<file path="config.mk">
export PLATFORM = sky130hd
export DESIGN_NAME = uart_tx_word
export DESIGN_NICKNAME = d
export VERILOG_FILES = /design/src/rtl/uart_tx_word.sv
export SDC_FILE = /design/constraint.sdc
export NUM_CORES = 1
export LEC_CHECK = 0
export BUFFER_PORTS_ARGS = -buffer_cell sky130_fd_sc_hd__buf_2
export CAP_MARGIN = 20
export CORE_MARGIN = 4
export CORE_UTILIZATION = 30
export CTS_BUF_LIST = sky130_fd_sc_hd__clkbuf_16
export DETAILED_ROUTE_END_ITERATION = 6
export HOLD_SLACK_MARGIN = 0.03
export SLEW_MARGIN = 20
export SYNTH_ARGS = -nofsm -noshare
export SYNTH_HDL_FRONTEND = slang
export SYNTH_SLANG_ARGS = --single-unit
</file>
<file path="constraint.sdc">
create_clock -name clk -period 3.93 [get_ports clk]
set_input_delay 0.786 -clock clk [delete_from_list [all_inputs] [get_ports clk]]
set_output_delay 0.786 -clock clk [all_outputs]
set_load 0.02 [all_outputs]
</file>
<file path="src/rtl/uart_tx_word.sv">
// Serialises one 32-bit word as four back-to-back 8N1 frames, byte 31:24 first,
// each byte MSB first, mirroring the packing of the matching word receiver.
module uart_tx_word #(
    parameter int unsigned CLKS_PER_BIT = 521
) (
    input  logic        clk,
    input  logic        rst,
    input  logic        start,
    input  logic [31:0] data,
    output logic        tx,
    output logic        busy,
    output logic        done,
    output logic [1:0]  byte_num,
    output logic [2:0]  state
);

    typedef enum logic [2:0] {
        StIdle     = 3'd0,
        StStart    = 3'd1,
        StData     = 3'd2,
        StStop     = 3'd3,
        StComplete = 3'd4
    } state_e;

    localparam logic [11:0] LastCount = 12'(CLKS_PER_BIT - 1);

    state_e      state_q, state_d;
    logic [11:0] count_q, count_d;
    logic [2:0]  bit_q, bit_d;
    logic [1:0]  byte_q, byte_d;
    logic [31:0] shift_q, shift_d;
    logic        tx_q, tx_d;
    logic        done_q, done_d;

    logic        bit_end;
    logic [2:0]  next_bit;

    assign bit_end  = (count_q == LastCount);
    assign next_bit = bit_q + 3'd1;

    always_comb begin
        state_d = state_q;
        count_d = count_q;
        bit_d   = bit_q;
        byte_d  = byte_q;
        shift_d = shift_q;
        tx_d    = tx_q;
        done_d  = 1'b0;

        unique case (state_q)
            StIdle: begin
                tx_d    = 1'b1;
                count_d = '0;
                bit_d   = '0;
                byte_d  = '0;
                if (start) begin
                    shift_d = data;
                    tx_d    = 1'b0;
                    state_d = StStart;
                end
            end
            StStart: begin
                if (bit_end) begin
                    count_d = '0;
                    bit_d   = '0;
                    // Index (3-byte)*8+7: the MSB of the current byte.
                    tx_d    = shift_q[{~byte_q, 3'd7}];
                    state_d = StData;
                end else begin
                    count_d = count_q + 12'd1;
                end
            end
            StData: begin
                if (bit_end) begin
                    count_d = '0;
                    if (bit_q == 3'd7) begin
                        tx_d    = 1'b1;
                        state_d = StStop;
                    end else begin
                        bit_d = next_bit;
                        tx_d  = shift_q[{~byte_q, ~next_bit}];
                    end
                end else begin
                    count_d = count_q + 12'd1;
                end
            end
            StStop: begin
                if (bit_end) begin
                    count_d = '0;
                    if (byte_q != 2'd3) begin
                        byte_d  = byte_q + 2'd1;
                        tx_d    = 1'b0;
                        state_d = StStart;
                    end else begin
                        done_d  = 1'b1;
                        state_d = StComplete;
                    end
                end else begin
                    count_d = count_q + 12'd1;
                end
            end
            StComplete: begin
                tx_d    = 1'b1;
                byte_d  = '0;
                state_d = StIdle;
            end
            default: begin
                tx_d    = 1'b1;
                state_d = StIdle;
            end
        endcase
    end

    always_ff @(posedge clk or posedge rst) begin
        if (rst) begin
            state_q <= StIdle;
            count_q <= '0;
            bit_q   <= '0;
            byte_q  <= '0;
            shift_q <= '0;
            tx_q    <= 1'b1;
            done_q  <= 1'b0;
        end else begin
            state_q <= state_d;
            count_q <= count_d;
            bit_q   <= bit_d;
            byte_q  <= byte_d;
            shift_q <= shift_d;
            tx_q    <= tx_d;
            done_q  <= done_d;
        end
    end

    assign tx       = tx_q;
    assign busy     = (state_q != StIdle);
    assign done     = done_q;
    assign byte_num = byte_q;
    assign state    = state_q;

endmodule

</file>
==> results.md <==
Yosys
* most area-consuming cells after synthesis: sky130_fd_sc_hd__dfrtp_1 48%, sky130_fd_sc_hd__mux2_2 9.0%, sky130_fd_sc_hd__mux4_2 7.3%
* netlist area before placement: 2770 sq um
* count of yosys warnings during synthesis: 0
* cell with the most instances after synthesis: sky130_fd_sc_hd__dfrtp_1
* mean instance size in the synthesized netlist: 12.1 sq um
* number of enable flip-flop cells after synthesis: 0
* Synth area leader: sky130_fd_sc_hd__dfrtp_1
* library cells used by synthesis: 48
* fraction of synthesis flops using an asynchronous set or reset pin: 100%
* number of synthesized register bits: 54
* syn nets: 269
* Post-synth top cells: 53 x sky130_fd_sc_hd__dfrtp_1, 22 x sky130_fd_sc_hd__mux2_2, 16 x sky130_fd_sc_hd__nand2_1, 16 x sky130_fd_sc_hd__o21ai_1
* top cell type's share of synthesized area: 48.0%
* gate count of the mapped netlist: 229
* most instantiated flip-flop cell in the synthesis netlist: sky130_fd_sc_hd__dfrtp_1
* share of the yosys chip area belonging to registers: 48.9%

Worst hold path
* Hold Crit Class: register to register

Timing
* final number of hold-violating endpoints: 0
* unrepaired setup endpoints after global routing: false
* setup total negative slack: 0 ps
* tightest slew margin relative to the limit: 45.9%
* Max Fclk: 408 MHz
* actual slew at the worst max-slew pin: 812 ps
* skew final: 7.19 ps
* final clock period utilization by the worst path: 62.4%
* time the worst path needs with I/O delays and setup: 2450 ps
* count of final setup violators: 0
* number of max-slew violations in the final report: 0

Setup path
* crit path DAT: 2660 ps
* worst-path maximum fanout: 10
* capture instance of the worst register-to-register path: tx
* number of cells on the critical path: 7
* Setup crit start: bit_q[0]
* kind of capture point of the worst setup path: register
* Reg2Reg Depth: 7
* R2R Setup Slk: 1480 ps
* top cell family by delay on the critical path: adder cells
* crit start category: register
* startpoint of the worst-slack reg-to-reg timing path: bit_q[0]
* worst path bufs/invs: 0
* worst-path cell with the longest stage delay: sky130_fd_sc_hd__dfrtp_1
* crit path cell chain: ha_1 > ha_1 > mux4_2 > nor3_1 > a211oi_1 > nor3_1 > o21ai_1
* maximum cell stage delay along the critical path: 570 ps
* critical path endpoint: tx
* category of the most critical setup path: register to register
* Req. time, crit path: 4140 ps

Pwr
* cell leakage power: 0.00139 uW
* Peak VDD IR: 0.161 mV
* power density normalized to cell area: 333 nW/um^2

Global routing
* number of global-route vias before repair: 1905
* combined global-route utilization of all metal layers: 10.8%
* number of antenna violations at the first check in global routing: 0
* global-route wire length before repair: 9510 um
* pin count of the biggest net entering global routing: 33
* final global-route overflow total: 0

CTS
* cell at the root of the clock tree: sky130_fd_sc_hd__clkbuf_16
* clock transition at the register clock pins on the worst setup and hold paths after CTS: 70 ps
* clock tree from TritonCTS: done
* H-Tree Depth: 2
* hold buffer count at CTS: 0
* number of buffers inserted during clock tree synthesis: 5
* clock latency reported for the late side of the worst-skew pair: 290 ps
* post-CTS resize count: 0
* setup fix buffers added after clock tree synthesis: 0
* Longest Clk Path Bufs: 2
* clock sinks: 54

Drt
* DRT antenna net count: 0
* Pre-antenna DRT Iters: 4
* routed len/inst: 14.8 um
* violation count after the first detailed-route iteration: 82
* per-cell via count in the routed design: 4.95
* final WL: 5550 um
* total number of vias: 1860
* DRC violations left: 0

Floorplanning
* DIE AREA: 10800 sq um
* height of the die: 104 um
* standard cell core area: 8850 sq um
* number of rows in the core area: 34
* I/O pins: 43
* die span in x: 104 um
* starting density of the core: 31.3%

Placed design
* half-perimeter wire length of the detailed placement result: 4040 um
* Port Buffer Count: 42
* GPL Wtd Cong: 0.786

Final layout
* net total in the final layout: 308
* FILL cells: 882
* Final Util: 36.0%
* share of post-route cells with drive strength above 1: 35.1%
* antenna diode instance count: 0
* layout-stage area growth over the synthesis result: 15.2%

Status
* outcome: finished clean

Job
* number of maximum-capacitance constraint violations: 0

==> worst min-delay path by stage <==
stage / from / endpoint / slack, ps / cells past startpoint
6_report: shift_q[14] / shift_q[14] / 500 / 1
5_1_grt: shift_q[9] / shift_q[9] / 520 / 1
4_1_cts: shift_q[18] / shift_q[18] / 500 / 1
3_5_place_dp: shift_q[18] / shift_q[18] / 480 / 1
3_3_place_gp: shift_q[18] / shift_q[18] / 480 / 1
2_1_floorplan: shift_q[10] / shift_q[10] / 450 / 1
==> kinds of logic after synthesis <==
kind of cell / after synthesis / share of synthesized area [%]
AOI/OAI and AO/OA: 38 / 8.73
buffers and inverters: 23 / 4.34
adders and majority gates: 5 / 2.26
xor gates and xnor gates: 3 / 0.950
DFF: 54 / 48.9
muxes: 47 / 22.5
and+or+nand+nor: 59 / 12.3
==> registers in the layout (all words and copies together) (netlist names) <==
signal and cells:
bit_q 3, byte_num 2, count_q 12, done 1, shift_q 32, state 3, tx 1
==> where the power goes <==
group / total [uW] / internal [uW] / switching [uW]
Combinational: 52.9 / 30.3 / 22.6
Sequential: 581 / 572 / 9.14
Clock: 427 / 233 / 195
==> per-stage QoR <==
stage	cell area, sq um	cells	power (uW)	setup WS (ps)	hold WS [ps]
finish	3190	376	1060	1480	495
global route	3190	376	1110	1170	520
CTS	3190	376	1080	1440	496
detailed placement	3050	369	648	1450	481
global placement	3050	369	646	1550	476
floorplan	2770	229	618	1830	452
==> layout by cell type, fill, tap and decap left out, drive strengths merged, types with 6 or more instances in the layout <==
cell and n:
dfrtp 53, buf 44, mux2 32, o21ai 18, nand2 16, nor2 13, inv 10, mux4 9
mux2i 6
==> metal layers <==
layer	vias to the layer above	routed length [um]	track usage (%)
met5	-	0	0
met2	39	2540	16.6
li1	904	-	-
met1	912	2680	14.8
met4	0	51	2.85
met3	5	275	3.23
==> final cells by class <==
type | instances | area (sq um) | share of cell area, %
multi-input combinational | 152 | 1290 | 40.6
tap | 108 | 135 | 4.24
clock inverter | 2 | 15.0 | 0.471
sequential | 54 | 1350 | 42.4
inverter | 11 | 41.3 | 1.30
timing repair buffer | 44 | 225 | 7.07
clock buffer | 5 | 125 | 3.93
==> worst reg2reg max path, cell delays in order (launching register included) <==
cell	delay, ps
sky130_fd_sc_hd__dfrtp_1	570
sky130_fd_sc_hd__ha_1	300
sky130_fd_sc_hd__ha_1	490
sky130_fd_sc_hd__mux4_2	540
sky130_fd_sc_hd__nor3_1	150
sky130_fd_sc_hd__a211oi_1	80
sky130_fd_sc_hd__nor3_1	150
sky130_fd_sc_hd__o21ai_1	90
Note: power is estimated with default switching activity, not from simulation.
